===== src/rtl/dpll_zone_sequencer_if.sv =====
// Handshake bundle between the drive/seek controller, the sequencer and the data separator.
// The master drives the seek/phase-detector side; the slave is the sequencer itself.
interface dpll_zone_sequencer_if;
    logic        enable;
    logic        mac_mode;
    logic        seek_done;
    logic [6:0]  track;
    logic        error_valid;
    logic [1:0]  margin_zone;
    logic [15:0] nco_period;
    logic        rate_change;
    logic        lf_enable;
    logic        pll_locked;
    logic        lost_lock;
    logic        lock_fail;
    logic [2:0]  zone;
    logic [1:0]  retry_cnt;

    modport master (
        output enable, mac_mode, seek_done, track, error_valid, margin_zone,
        input  nco_period, rate_change, lf_enable, pll_locked, lost_lock, lock_fail, zone,
               retry_cnt
    );

    modport slave (
        input  enable, mac_mode, seek_done, track, error_valid, margin_zone,
        output nco_period, rate_change, lf_enable, pll_locked, lost_lock, lock_fail, zone,
               retry_cnt
    );
endinterface


===== src/rtl/dpll_zone_sequencer.sv =====
// DPLL sequencer: loads the nominal bit-cell period per seek/zone, holds the loop filter off
// while the NCO settles, then supervises acquisition, lock, lock loss and retry exhaustion.
module dpll_zone_sequencer #(
    parameter logic [15:0] PERIOD_PC     = 16'd2000,
    parameter logic [15:0] PERIOD_Z0     = 16'd2600,
    parameter logic [15:0] PERIOD_Z1     = 16'd2383,
    parameter logic [15:0] PERIOD_Z2     = 16'd2166,
    parameter logic [15:0] PERIOD_Z3     = 16'd1950,
    parameter logic [15:0] PERIOD_Z4     = 16'd1733,
    parameter int unsigned SETTLE_CYCLES = 256,
    parameter int unsigned LOCK_COUNT    = 32,
    parameter int unsigned UNLOCK_COUNT  = 8,
    parameter int unsigned ACQ_TIMEOUT   = 4096,
    parameter int unsigned MAX_RETRY     = 3
) (
    input  logic                         clk,
    input  logic                         reset,
    dpll_zone_sequencer_if.slave         bus
);

    localparam logic [2:0] StIdle    = 3'd0;
    localparam logic [2:0] StLoad    = 3'd1;
    localparam logic [2:0] StSettle  = 3'd2;
    localparam logic [2:0] StAcquire = 3'd3;
    localparam logic [2:0] StLocked  = 3'd4;
    localparam logic [2:0] StFail    = 3'd5;

    localparam int unsigned GoodW = $clog2(LOCK_COUNT + 1);
    localparam int unsigned BadW  = $clog2(UNLOCK_COUNT + 1);

    localparam logic [15:0]      SettleLoad = 16'(SETTLE_CYCLES - 1);
    localparam logic [15:0]      AcqLimit   = 16'(ACQ_TIMEOUT);
    localparam logic [GoodW-1:0] LockLimit  = GoodW'(LOCK_COUNT);
    localparam logic [BadW-1:0]  BadLimit   = BadW'(UNLOCK_COUNT);
    localparam logic [1:0]       LastRetry  = 2'(MAX_RETRY - 1);

    logic [2:0]       state_q, state_d;
    logic [15:0]      nco_period_q, nco_period_d;
    logic [2:0]       zone_q, zone_d;
    logic [1:0]       retry_q, retry_d;
    logic             first_load_q, first_load_d;
    logic [15:0]      settle_q, settle_d;
    logic [15:0]      sample_q, sample_d;
    logic [GoodW-1:0] good_q, good_d;
    logic [BadW-1:0]  bad_q, bad_d;
    logic             rate_change_q, rate_change_d;
    logic             lost_lock_q, lost_lock_d;
    logic             lf_enable_q, lf_enable_d;
    logic             pll_locked_q, pll_locked_d;
    logic             lock_fail_q, lock_fail_d;

    logic [2:0]       dec_zone;
    logic [15:0]      dec_period;
    logic             on_time;
    logic [15:0]      sample_inc;
    logic [GoodW-1:0] good_inc;
    logic [BadW-1:0]  bad_inc;

    always_comb begin
        dec_zone   = 3'd0;
        dec_period = PERIOD_PC;
        if (bus.mac_mode) begin
            if (bus.track < 7'd16) begin
                dec_zone   = 3'd0;
                dec_period = PERIOD_Z0;
            end else if (bus.track < 7'd32) begin
                dec_zone   = 3'd1;
                dec_period = PERIOD_Z1;
            end else if (bus.track < 7'd48) begin
                dec_zone   = 3'd2;
                dec_period = PERIOD_Z2;
            end else if (bus.track < 7'd64) begin
                dec_zone   = 3'd3;
                dec_period = PERIOD_Z3;
            end else begin
                dec_zone   = 3'd4;
                dec_period = PERIOD_Z4;
            end
        end
    end

    assign on_time    = (bus.margin_zone == 2'b01);
    assign sample_inc = (sample_q == '1) ? sample_q : sample_q + 16'd1;
    assign good_inc   = (good_q == '1) ? good_q : good_q + 1'b1;
    assign bad_inc    = (bad_q == '1) ? bad_q : bad_q + 1'b1;

    always_comb begin
        state_d       = state_q;
        nco_period_d  = nco_period_q;
        zone_d        = zone_q;
        retry_d       = retry_q;
        first_load_d  = first_load_q;
        settle_d      = settle_q;
        sample_d      = sample_q;
        good_d        = good_q;
        bad_d         = bad_q;
        rate_change_d = 1'b0;
        lost_lock_d   = 1'b0;

        if (!bus.enable) begin
            state_d = StIdle;
        end else if (bus.seek_done) begin
            // The period/zone are committed on entry so the LOAD cycle already presents them.
            state_d       = StLoad;
            nco_period_d  = dec_period;
            zone_d        = dec_zone;
            retry_d       = 2'd0;
            rate_change_d = first_load_q || (dec_period != nco_period_q);
            first_load_d  = 1'b0;
        end else begin
            case (state_q)
                StLoad: begin
                    state_d  = StSettle;
                    settle_d = SettleLoad;
                end
                StSettle: begin
                    if (settle_q == 16'd0) begin
                        state_d  = StAcquire;
                        sample_d = 16'd0;
                        good_d   = '0;
                        bad_d    = '0;
                    end else begin
                        settle_d = settle_q - 16'd1;
                    end
                end
                StAcquire: begin
                    if (bus.error_valid) begin
                        sample_d = sample_inc;
                        good_d   = on_time ? good_inc : '0;
                        if (good_d >= LockLimit) begin
                            state_d = StLocked;
                            bad_d   = '0;
                        end else if (sample_d >= AcqLimit) begin
                            if (retry_q == LastRetry) begin
                                state_d = StFail;
                            end else begin
                                retry_d       = retry_q + 2'd1;
                                state_d       = StLoad;
                                rate_change_d = 1'b1;
                            end
                        end
                    end
                end
                StLocked: begin
                    if (bus.error_valid) begin
                        bad_d = on_time ? '0 : bad_inc;
                        if (bad_d >= BadLimit) begin
                            state_d     = StAcquire;
                            lost_lock_d = 1'b1;
                            sample_d    = 16'd0;
                            good_d      = '0;
                            bad_d       = '0;
                            retry_d     = 2'd0;
                        end
                    end
                end
                default: ;
            endcase
        end

        // Status flags follow the state being entered so they are registered alongside it.
        lf_enable_d  = (state_d == StAcquire) || (state_d == StLocked);
        pll_locked_d = (state_d == StLocked);
        lock_fail_d  = (state_d == StFail);
    end

    always_ff @(posedge clk or posedge reset) begin
        if (reset) begin
            state_q       <= StIdle;
            nco_period_q  <= PERIOD_PC;
            zone_q        <= 3'd0;
            retry_q       <= 2'd0;
            first_load_q  <= 1'b1;
            settle_q      <= 16'd0;
            sample_q      <= 16'd0;
            good_q        <= '0;
            bad_q         <= '0;
            rate_change_q <= 1'b0;
            lost_lock_q   <= 1'b0;
            lf_enable_q   <= 1'b0;
            pll_locked_q  <= 1'b0;
            lock_fail_q   <= 1'b0;
        end else begin
            state_q       <= state_d;
            nco_period_q  <= nco_period_d;
            zone_q        <= zone_d;
            retry_q       <= retry_d;
            first_load_q  <= first_load_d;
            settle_q      <= settle_d;
            sample_q      <= sample_d;
            good_q        <= good_d;
            bad_q         <= bad_d;
            rate_change_q <= rate_change_d;
            lost_lock_q   <= lost_lock_d;
            lf_enable_q   <= lf_enable_d;
            pll_locked_q  <= pll_locked_d;
            lock_fail_q   <= lock_fail_d;
        end
    end

    assign bus.nco_period  = nco_period_q;
    assign bus.rate_change = rate_change_q;
    assign bus.lf_enable   = lf_enable_q;
    assign bus.pll_locked  = pll_locked_q;
    assign bus.lost_lock   = lost_lock_q;
    assign bus.lock_fail   = lock_fail_q;
    assign bus.zone        = zone_q;
    assign bus.retry_cnt   = retry_q;

endmodule


===== src/flat_wrapper.sv =====
// flat-port wrapper written by rule: the top's interface ports become plain ports
module dpll_zone_sequencer_flat 
#(
    parameter logic [15:0] PERIOD_PC     = 16'd2000,
    parameter logic [15:0] PERIOD_Z0     = 16'd2600,
    parameter logic [15:0] PERIOD_Z1     = 16'd2383,
    parameter logic [15:0] PERIOD_Z2     = 16'd2166,
    parameter logic [15:0] PERIOD_Z3     = 16'd1950,
    parameter logic [15:0] PERIOD_Z4     = 16'd1733,
    parameter int unsigned SETTLE_CYCLES = 256,
    parameter int unsigned LOCK_COUNT    = 32,
    parameter int unsigned UNLOCK_COUNT  = 8,
    parameter int unsigned ACQ_TIMEOUT   = 4096,
    parameter int unsigned MAX_RETRY     = 3
)
  (clk, reset, bus_enable, bus_mac_mode, bus_seek_done, bus_track, bus_error_valid, bus_margin_zone, bus_nco_period, bus_rate_change, bus_lf_enable, bus_pll_locked, bus_lost_lock, bus_lock_fail, bus_zone, bus_retry_cnt);
  dpll_zone_sequencer_if bus_i ();
  input  logic clk;
  input  logic reset;
  input wire logic [$bits(bus_i.enable)-1:0] bus_enable;
  input wire logic [$bits(bus_i.mac_mode)-1:0] bus_mac_mode;
  input wire logic [$bits(bus_i.seek_done)-1:0] bus_seek_done;
  input wire logic [$bits(bus_i.track)-1:0] bus_track;
  input wire logic [$bits(bus_i.error_valid)-1:0] bus_error_valid;
  input wire logic [$bits(bus_i.margin_zone)-1:0] bus_margin_zone;
  output wire logic [$bits(bus_i.nco_period)-1:0] bus_nco_period;
  output wire logic [$bits(bus_i.rate_change)-1:0] bus_rate_change;
  output wire logic [$bits(bus_i.lf_enable)-1:0] bus_lf_enable;
  output wire logic [$bits(bus_i.pll_locked)-1:0] bus_pll_locked;
  output wire logic [$bits(bus_i.lost_lock)-1:0] bus_lost_lock;
  output wire logic [$bits(bus_i.lock_fail)-1:0] bus_lock_fail;
  output wire logic [$bits(bus_i.zone)-1:0] bus_zone;
  output wire logic [$bits(bus_i.retry_cnt)-1:0] bus_retry_cnt;
  assign bus_i.enable = bus_enable;
  assign bus_i.mac_mode = bus_mac_mode;
  assign bus_i.seek_done = bus_seek_done;
  assign bus_i.track = bus_track;
  assign bus_i.error_valid = bus_error_valid;
  assign bus_i.margin_zone = bus_margin_zone;
  assign bus_nco_period = bus_i.nco_period;
  assign bus_rate_change = bus_i.rate_change;
  assign bus_lf_enable = bus_i.lf_enable;
  assign bus_pll_locked = bus_i.pll_locked;
  assign bus_lost_lock = bus_i.lost_lock;
  assign bus_lock_fail = bus_i.lock_fail;
  assign bus_zone = bus_i.zone;
  assign bus_retry_cnt = bus_i.retry_cnt;
  dpll_zone_sequencer #(.PERIOD_PC(PERIOD_PC), .PERIOD_Z0(PERIOD_Z0), .PERIOD_Z1(PERIOD_Z1), .PERIOD_Z2(PERIOD_Z2), .PERIOD_Z3(PERIOD_Z3), .PERIOD_Z4(PERIOD_Z4), .SETTLE_CYCLES(SETTLE_CYCLES), .LOCK_COUNT(LOCK_COUNT), .UNLOCK_COUNT(UNLOCK_COUNT), .ACQ_TIMEOUT(ACQ_TIMEOUT), .MAX_RETRY(MAX_RETRY)) u_core (.clk(clk), .reset(reset), .bus(bus_i));
endmodule

===== config.mk =====
export PLATFORM = sky130hd
export DESIGN_NAME = dpll_zone_sequencer_flat
export DESIGN_NICKNAME = d
export VERILOG_FILES = /design/src/rtl/dpll_zone_sequencer_if.sv /design/src/rtl/dpll_zone_sequencer.sv /design/src/flat_wrapper.sv
export SDC_FILE = /design/constraint.sdc
export NUM_CORES = 1
export LEC_CHECK = 0
export CAP_MARGIN = 20
export CORE_MARGIN = 2
export CORE_UTILIZATION = 52
export DETAILED_ROUTE_END_ITERATION = 10
export PLACE_DENSITY_LB_ADDON = 0.1
export SLEW_MARGIN = 40
export SYNTH_ARGS = -nofsm -noshare
export SYNTH_HDL_FRONTEND = slang
export SYNTH_SLANG_ARGS = --single-unit
export TNS_END_PERCENT = 100

===== constraint.sdc =====
create_clock -name clk -period 2.48 [get_ports clk]
set_input_delay 0.496 -clock clk [delete_from_list [all_inputs] [get_ports clk]]
set_output_delay 0.496 -clock clk [all_outputs]
set_load 0.02 [all_outputs]

==> results.sh <==
export IMPL_status="finished clean"
export IMPL_dieArea_mm2=0.008279
export IMPL_htree_levels=3
export IMPL_clk_path_buf_depth=2
export IMPL_ys_warnings_count=0
export IMPL_ys_seq_area_share_pct=42.80
export IMPL_rsz0062_at_grt="false"
export IMPL_worstPathArrival_ns=2.64
export IMPL_path_buf_inv=0
export IMPL_initial_core_util_pct=53.96
export IMPL_place_gp_congestion=0.8439
export IMPL_async_flop_share_pct=100.0
export IMPL_synth_top_family_by_area="compound AO/OA/AOI/OAI gates"
export IMPL_syn_inst=455
export IMPL_drt_iter0_markers=221
export IMPL_dpl_hpwl_mm=6.902
export IMPL_final_max_slew_viol_count=0
export IMPL_holdWs_ns=0.3712
export IMPL_worstMarginPinSlew_ns=0.5694
export IMPL_grt_max_degree=47
export IMPL_pre_cts_ws_ns=-0.06081
export IMPL_vias=3718
export IMPL_clkPwrFrac_pct=38.0
export IMPL_cts_buffers=9
export IMPL_clockRootBuffer="clkbuf_8"
export IMPL_worst_setup_path_type="reg2reg"
export IMPL_switchingPower_mw=0.6717
export IMPL_cts_resized=0
export IMPL_post_route_period_util_pct=95.57
export IMPL_antenna_found_initial=0
export IMPL_wl_per_cell_um=15.45
export IMPL_die_h_um=90.99
export IMPL_final_common_cell="dfrtp_1"
export IMPL_port_buffer_count=32
export IMPL_power_per_cell_area_mw_per_mm2=521.3
export IMPL_grt_usage_pct=24.23
export IMPL_synth_adder_area_share_pct=1.590
export IMPL_synth_xor_area_share_pct=0.2226
export IMPL_wl_mm=9.627
export IMPL_clock_latency_ns=0.35
export IMPL_final_cell_mix="dfrtp_1, nand2_1, nor2_1, buf_4, o21ai_0"
export IMPL_fmax_mhz=421.9
export IMPL_grt_pass1_vias=3471
export IMPL_diodes=0
export IMPL_max_cap_violations=0
export IMPL_hp_class="in2async"
export IMPL_routed_via_density=5.968
export IMPL_p_int_mw=1.867
export IMPL_skew_ns=0.008721
export IMPL_p_leak_nw=2.015
export IMPL_cp_top_family="simple AND/OR/NAND/NOR gates"
export IMPL_finalPower_mw=2.538
export IMPL_area_growth_pct=23.75
export IMPL_grt_pass1_wl_mm=16.38
export IMPL_synth_area_leaders="dfrtp_1, o21ai_0, nand2_1, a21oi_1, dfstp_2"
export IMPL_hold_violations=0
export IMPL_crit_path_cell_trace="and4_1 > or4b_4 > mux2i_4 > a31oi_1 > or4_1 > mux2i_1"
export IMPL_cp_start_kind="flop"
export IMPL_worstPathMaxFanout=5
export IMPL_fp_row_count=31
export IMPL_ctsHoldBuffers=0
export IMPL_core_mm2=0.007292
export IMPL_cts_tree="done"
export IMPL_cp_slowest_stage_delay_ns=0.53
export IMPL_synth_top_area_cell="dfrtp_1"
export IMPL_synth_seq_cells=67
export IMPL_synth_compound_area_share_pct=24.90
export IMPL_fin_ws_ns=0.1099
export IMPL_drtAntennaViolNets=0
export IMPL_final_layout_size_suffix_gt1_share_pct=16.22
export IMPL_syn_area_mm2=0.003935
export IMPL_synth_edf_count=0
export IMPL_yosys_area_share_simple_pct=23.75
export IMPL_critPathCaptureType="flop"
export IMPL_period_needed_ns=2.370
export IMPL_synth_cell_types=66
export IMPL_first_pass_iters=5
export IMPL_cts_setup_buffers=0
export IMPL_sequentialPowerShare_pct=48.1
export IMPL_cts_sinks=67
export IMPL_synth_ff_type="dfrtp_1"
export IMPL_max_slew_margin_pct=61.90
export IMPL_drc_errors=0
export IMPL_ios=41
export IMPL_overflow=0
export IMPL_pwr_share_comb_pct=14.0
export IMPL_die_w_um=90.99
export IMPL_sw_frac_of_total_pct=26.46
export IMPL_cts_clk_slew_worst_paths_ns=0.08
export IMPL_finalNetCount=539
export IMPL_synth_area_mux_share_pct=2.194
export IMPL_synth_area_per_cell_um2=8.648
export IMPL_required_ns=2.75
export IMPL_irDropWorstVdd_mv=0.3067
export IMPL_cpMaxStageDelayCell="or4b_4"
export IMPL_finalSetupViolations=0
export IMPL_reg2reg_slack_ns=0.11
export IMPL_synth_top_area_share_pct=38.79
[area by class of cell]
| class | count | area, µm² |
|---|---|---|
| sequential | 67 | 1684 |
| timing repair buffer | 74 | 651.9 |
| clock inverter | 2 | 35.03 |
| inverter | 15 | 56.30 |
| tap | 99 | 123.9 |
| multi-input combinational | 352 | 2146 |
| fill | 642 | 2422 |
| clock buffer | 14 | 172.7 |
[per-layer routing]
layer  vias up  GRT usage, %  part of all wire (%)
met2        98         39.51                    48
met5         -             0                     0
li1       1818             -                     -
met3         9         5.062                   4.5
met1      1793         32.92                    46
met4         0         6.566                   1.1
[state kept, by name (all words and copies together), names as in the netlist]
| signal | cells |
|---|---|
| u_core.bus.retry_cnt | 2 |
| u_core.bus.lock_fail | 1 |
| u_core.first_load_q | 1 |
| u_core.bad_q | 4 |
| u_core.bus.zone | 3 |
| u_core.settle_q | 16 |
| u_core.bus.pll_locked | 1 |
| u_core.good_q | 6 |
| u_core.bus.lf_enable | 1 |
| u_core.bus.lost_lock | 1 |
| u_core.bus.nco_period | 11 |
| u_core.sample_q | 16 |
| u_core.state_q | 3 |
| u_core.bus.rate_change | 1 |
[kinds of logic after synthesis]
logic type / after synthesis
mux: 8
other cells: 1
xor+xnor: 1
buf+inv: 39
simple gates: 183
compound gates: 151
flops: 67
fa+ha+maj: 5
[power by group through the flow]
stage          Sequential (mW)  Combinational (mW)  Clock, mW
4_1_cts                   1.22               0.354      0.985
3_3_place_gp              1.23               0.345          0
5_1_grt                   1.23               0.391       1.03
6_report                  1.22               0.354      0.964
3_5_place_dp              1.24               0.353          0
2_1_floorplan             1.25               0.196          0
[synthesized netlist by cell type (3+ instances only)]
cell,number
a211o_1,3
a21oi_1,35
a22o_1,4
a31oi_1,13
a41oi_1,4
and2_1,4
and3_1,5
and4_1,3
buf_4,5
clkbuf_1,16
dfrtp_1,61
dfstp_2,6
ha_1,5
inv_1,15
mux2i_1,5
nand2_1,47
nand2b_1,13
nand3_1,16
nand4_1,8
nor2_1,40
nor2b_1,9
nor3_1,16
nor4_1,4
o21ai_0,40
o22a_1,5
o31ai_1,12
o41ai_1,4
or2_2,4
or3_1,4
or4_1,3
[metrics by stage]
step	cells	util, %	TNS [ns]	area, µm²
detailed placement	607	63.07	-0.08097	4599
finish	623	66.78	0	4870
global placement	607	63.07	-0.05729	4599
CTS	623	65.92	0	4807
global route	623	66.78	0	4870
floorplan	458	-	0	3946
[worst paths after layout]
kind / start / end / cells after the start
max: u_core.sample_q[12] / u_core.bus.lf_enable / 6
min: reset / u_core.bus.nco_period[0] / 2
max reg2reg: u_core.sample_q[12] / u_core.bus.lf_enable / 6
min reg2reg: u_core.settle_q[15] / u_core.settle_q[15] / 1
max in group asynchronous: reset / u_core.bus.nco_period[6] / 3
min in group clk: u_core.settle_q[15] / u_core.settle_q[15] / 1
No activity file was read; power rests on OpenSTA's default activity.
==> variant 1: new RTL, same settings <==
Take the reset off `sample_q` and load it in a clocked block of its own.
--- a/src/rtl/dpll_zone_sequencer.sv
+++ b/src/rtl/dpll_zone_sequencer.sv
@@ -172,7 +172,6 @@
             retry_q       <= 2'd0;
             first_load_q  <= 1'b1;
             settle_q      <= 16'd0;
-            sample_q      <= 16'd0;
             good_q        <= '0;
             bad_q         <= '0;
             rate_change_q <= 1'b0;
@@ -187,7 +186,6 @@
             retry_q       <= retry_d;
             first_load_q  <= first_load_d;
             settle_q      <= settle_d;
-            sample_q      <= sample_d;
             good_q        <= good_d;
             bad_q         <= bad_d;
             rate_change_q <= rate_change_d;
@@ -198,6 +196,10 @@
         end
     end
 
+    always_ff @(posedge clk) begin
+        sample_q <= sample_d;
+    end
+
     assign bus.nco_period  = nco_period_q;
     assign bus.rate_change = rate_change_q;
     assign bus.lf_enable   = lf_enable_q;
Behaviour: same outputs for any inputs over 4 cycles, from zero or initial values and one cycle with reset high; that may be too few to reach the edited logic, so the function may still have changed.
==> variant 1 against the original RTL <==
Critical path depth increased by 1. Sequential cell count did not move. Total power is 0.78% lower. Area after synthesis shrank 1.7%. Final area grew 3.5%. Wire length down 5.7%. Count of clock-buffer cells in the layout unchanged. Sequential share of layout area grew 0.43 points. Core utilization up 3.1 points. Worst setup slack got worse by 0.11 ns. Highest routed layer unchanged.
==> variant 1: results (changes against the original RTL) <==
FF-to-FF path depth=7 (+1); DR iter-0 viols=143 (-35%); diode count=0 (unchanged); DP Wirelength=6.30 mm (-8.7%); final hold slack=0.465 ns (+0.0942 ns); CP Max Fanout=3 (-2); met2 wire len=4.55 mm (-1.4%); Worst Hold Depth=2; Post-Synth XOR/XNOR Area=2.94% (+2.7 points); worst r2r dst=u_core.settle_q[13]; largest cells by area after synthesis=dfrtp_1 29%, edfxtp_1 12%, nor2_1 4.3%, dfstp_2 4.1%, nand2_1 3.6%; cts bufs inserted=9 (unchanged); fraction of final layout cells sized beyond drive strength 1=23.2% (+6.9 points); worst reg2reg setup slack=0.004 ns (-0.11 ns); first-pass GRT wire length=15.0 mm (-8.5%); # port buffers=32 (unchanged); pre-CTS setup slack=-0.0961 ns (-0.0353 ns); Placed Area=0.00465 sq mm (+1.1%); outcome=completed; max layer used=met4; pin count of the biggest net entering global routing=32 (-32%); Overall Global Routing Usage=22.5% (-1.7 points); Slew @ Worst Pin=0.591 ns (+0.0218 ns); Filler Cell Count=580 (-9.7%); reg2reg start=u_core.settle_q[3]; initial antenna violation count=0 (unchanged); number of enable flip-flop cells after synthesis=16 (+16); P_int=1.84 mW (-1.4%); routed wl met3=369 microns (-14%); Arrival @ worst endpoint=2.77 ns (+0.13 ns); met2 usage=38.7% (-0.78 points); grt met3 use=6.68% (+1.6 points); met1 Use GR=27.5% (-5.5 points); WL final=9.08 mm (-5.7%); Post-Synth Adder-Cell Area=1.62% (+0.027 points); Final setup viols=0 (unchanged); synth cell count leaders=45 x dfrtp_1, 44 x nor2_1, 37 x nand2_1; Syn. warnings=0 (unchanged); via count=3534 (-4.9%); Synth async-reset ratio=76.1% (-24 points); mux contribution to synthesized area=3.04% (+0.85 points); number of global-route vias before repair=3338 (-3.8%); First-pass DRT Iterations=5 (unchanged); layout net count=529 (-1.9%); skew final=0.00879 ns (+0.0000725 ns); Leak Pwr=2.13 nW (+5.9%); Hold WC Path Type=reg2reg; post-synthesis compound-gate area fraction=18.8% (-6.1 points); Placer Congestion=0.891 (+5.5%); final core occ=69.8% (+3.1 points); Distinct cells, synth=65 (-1.5%); clk buf depth=2 (unchanged); sequential element share of the synthesized area=45.6% (+2.8 points); M1 WL=3.99 mm (-11%); peak supply drop=0.312 mV (+1.6%)
variant 1: worst max path at each step:
| stage | cells after the start | start | slack, ns | endpoint |
|---|---|---|---|---|
| after floorplan | 7 | u_core.settle_q[3] | 0.02 | u_core.good_q[0] |
| after global placement | 6 | bus_track[4] | -0.05 | u_core.bus.rate_change |
| after detailed placement | 9 | u_core.sample_q[0] | -0.1 | u_core.bus.retry_cnt[0] |
| after CTS | 7 | u_core.settle_q[3] | -0.006 | u_core.settle_q[13] |
| after global routing | 9 | u_core.sample_q[1] | -0.11 | u_core.bus.retry_cnt[0] |
| final | 7 | u_core.settle_q[3] | 0.004 | u_core.settle_q[13] |
variant 1: cell type report:
type                    count  share of cell area, %
clock buffers              14                   3.43
clock inverters             2                  0.199
inverters                  15                   1.12
multi-input cells         322                   41.7
flip-flops and latches     67                   35.0
well taps                  99                   2.46
repair buffers             94                   16.1
variant 1: through the flow:
step,instances,setup TNS [ns]
after floorplan,425,0
after global placement,589,-0.487
after detailed placement,589,-0.927
after CTS,610,-0.00642
after global routing,613,-0.335
final,613,0
variant 1: power by group through the flow:
stage                     sequential (mW)  clock (mW)  combinational [mW]
after detailed placement             1.26           0               0.405
after global routing                 1.25       0.932               0.461
final                                1.25       0.852               0.422
after global placement               1.26           0               0.394
after CTS                            1.24       0.874               0.410
after floorplan                      1.30           0               0.181
variant 1: what timing repair did:
action	CTS	global route
gates resized for setup	13	20
pin swaps	3	8
hold endpoints to repair	0	0
cloned	0	1
buffers inserted	5	2
setup endpoints to repair	24	15
variant 1: worst max-delay path: stages, from the launching register on:
cell and delay (ns):
dfrtp_1 0.38, or3_4 0.40, buf_6 0.13, or4_4 0.41
or4_4 0.44, or4_1 0.40, o21ai_1 0.13, a22o_2 0.14
==> variant 2: new RTL, same flow settings <==
Made on the original files. `PERIOD_Z4` is set to 16'd1733 in 2 places; all go to 16'd866.
--- a/src/rtl/dpll_zone_sequencer.sv
+++ b/src/rtl/dpll_zone_sequencer.sv
@@ -6,7 +6,7 @@
     parameter logic [15:0] PERIOD_Z1     = 16'd2383,
     parameter logic [15:0] PERIOD_Z2     = 16'd2166,
     parameter logic [15:0] PERIOD_Z3     = 16'd1950,
-    parameter logic [15:0] PERIOD_Z4     = 16'd1733,
+    parameter logic [15:0] PERIOD_Z4     = 16'd866,
     parameter int unsigned SETTLE_CYCLES = 256,
     parameter int unsigned LOCK_COUNT    = 32,
     parameter int unsigned UNLOCK_COUNT  = 8,
--- a/src/flat_wrapper.sv
+++ b/src/flat_wrapper.sv
@@ -6,7 +6,7 @@
     parameter logic [15:0] PERIOD_Z1     = 16'd2383,
     parameter logic [15:0] PERIOD_Z2     = 16'd2166,
     parameter logic [15:0] PERIOD_Z3     = 16'd1950,
-    parameter logic [15:0] PERIOD_Z4     = 16'd1733,
+    parameter logic [15:0] PERIOD_Z4     = 16'd866,
     parameter int unsigned SETTLE_CYCLES = 256,
     parameter int unsigned LOCK_COUNT    = 32,
     parameter int unsigned UNLOCK_COUNT  = 8,
Behaviour: not the same (a bounded check fails within 4 cycles, from zero or initial values and one cycle with reset high).
==> variant 2 against the original RTL <==
Worst setup slack got worse by 0.046 ns. Area after synthesis shrank 0.60%. Critical path type unchanged. First-iteration DRC count unchanged. Largest power group unchanged. Final area shrank 2.5%. Sequential cell count unchanged. Total power fell by 10%. Wire length decreased by 3.1%. Largest cell class unchanged.
==> variant 2: results (changes against the original RTL) <==
Arrival @ worst endpoint=2.64 ns (about the same); First-pass DRT Iterations=4 (-1); Placed Cells=587 (-3.3%); CP Max Fanout=6 (+1); met1 Use GR=31.7% (-1.3 points); met2 usage=36.1% (-3.4 points); met2 wire len=4.44 mm (-3.8%); largest cells by area after synthesis=dfrtp_1 39%, nand2_1 5.2%, a21oi_1 4.4%, dfstp_2 4.0%, o21ai_0 4.0%; DR iter-0 viols=221 (unchanged); Distinct cells, synth=66 (unchanged); FF-to-FF path depth=7 (+1); final non-filler cell total=606 (-2.7%); Setup Fix Bufs, Post-CTS=0 (unchanged); Seq group=1.19 mW; first-pass GRT wire length=15.4 mm (-6.0%); skew final=0.00916 ns (+0.000443 ns); Slew @ Worst Pin=0.689 ns (+0.119 ns); Critical Path Start=u_core.settle_q[10]; grt met3 use=4.92% (-0.14 points); number of global-route vias before repair=3267 (-5.9%); CTS clk-pin slew, worst paths=0.07 ns; layout net count=522 (-3.2%); Filler Cell Count=618 (-3.7%); # port buffers=32 (unchanged); routed wl met3=310 microns (-28%); Clock Latency Late Sink=0.34 ns; root buffer cell=clkbuf_8; post-cts sizing count=2 (+2); CP endpoint=u_core.sample_q[11]; pin count of the biggest net entering global routing=68 (+45%); Hold WC Path Type=reg2reg; worst reg2reg setup slack=0.06 ns (-0.05 ns); largest stage delay on the critical path=0.54 ns; reg2reg start=u_core.settle_q[10]; Placer Congestion=0.880 (+4.2%); Placed Area=0.00448 sq mm (-2.6%); initial antenna violation count=0 (unchanged); fraction of final layout cells sized beyond drive strength 1=13.6% (-2.6 points); ys flop type=dfrtp_1; Leak Pwr=1.97 nW (-2.2%); sequential element share of the synthesized area=43.1% (+0.26 points); Mapped Cells=449 (-1.3%); DP Wirelength=6.23 mm (-9.8%); cts bufs inserted=9 (unchanged); Comb power frac=13.7% (-0.3 points); synthesized area=0.00391 sq mm (-0.60%); via count=3571 (-4.0%); diode count=0 (unchanged); Syn. warnings=0 (unchanged); M1 WL=4.47 mm (about the same); max layer used=met4; peak supply drop=0.343 mV (+12%); CTS H-Tree Depth=3 (unchanged); switching power=0.635 mW (-5.5%); synth cell count leaders=61 x dfrtp_1, 54 x nand2_1, 34 x a21oi_1; Overall Global Routing Usage=22.9% (-1.3 points); CP max-delay cell=or4_4; outcome=completed; Wirelength per Cell=15.4 microns (-0.37%)
## variant 2: cell types whose count changed in the layout (fill, tap and decap cells not counted), sizes merged, moves of 3 or more
cell / delta
buf: -14
nand2: +7
nor2: -7
o21ai: +6
o22ai: +5
a21boi: -3
a21o: +3
a22o: -3
nand2b: -3
nand4: -3
nor3b: +3
or2: -3
## variant 2: worst min path at each step
stage | to | slack (ns) | depth (start not counted)
after floorplan | u_core.settle_q[13] | 0.45 | 1
after global placement | u_core.bus.zone[2] | 0.45 | 2
after detailed placement | u_core.bus.zone[2] | 0.46 | 2
after CTS | u_core.bus.zone[2] | 0.47 | 2
after global routing | u_core.bus.nco_period[4] | 0.49 | 2
final | u_core.bus.zone[2] | 0.47 | 2
## variant 2: cell type report
type | count | share of cell area (%)
Sequential cell | 67 | 35.5
Tap cell | 99 | 2.61
Clock inverter | 2 | 0.264
Multi-Input combinational cell | 347 | 44.8
Clock buffer | 14 | 3.00
Inverter | 15 | 1.19
Timing Repair Buffer | 62 | 12.6
## variant 2: kinds of logic (layout without fill, tap and decap cells)
logic type,after synthesis,after routing,share of synthesized area [%]
other,1,4,0.0959
AO/OA/AOI/OAI,150,150,25.1
AND/OR/NAND/NOR,181,181,24.1
buffers and inverters,38,93,4.41
flip-flops,67,67,43.1
multiplexers,4,4,1.02
adder cells (fa/ha/maj),5,5,1.60
XOR/XNOR,3,3,0.672
## variant 2: metrics by stage
step	TNS [ns]	hold slack (ns)	power (mW)	setup slack [ns]	utilization (%)
2_1_floorplan	0	0.452	1.40	0.150	-
3_5_place_dp	-0.0533	0.457	1.52	-0.0478	61.7
3_3_place_gp	-0.328	0.452	1.52	-0.114	61.6
4_1_cts	-0.00437	0.472	2.31	-0.00437	64.0
6_report	0	0.467	2.28	0.0635	65.5
5_1_grt	-0.0865	0.491	2.40	-0.0253	65.5
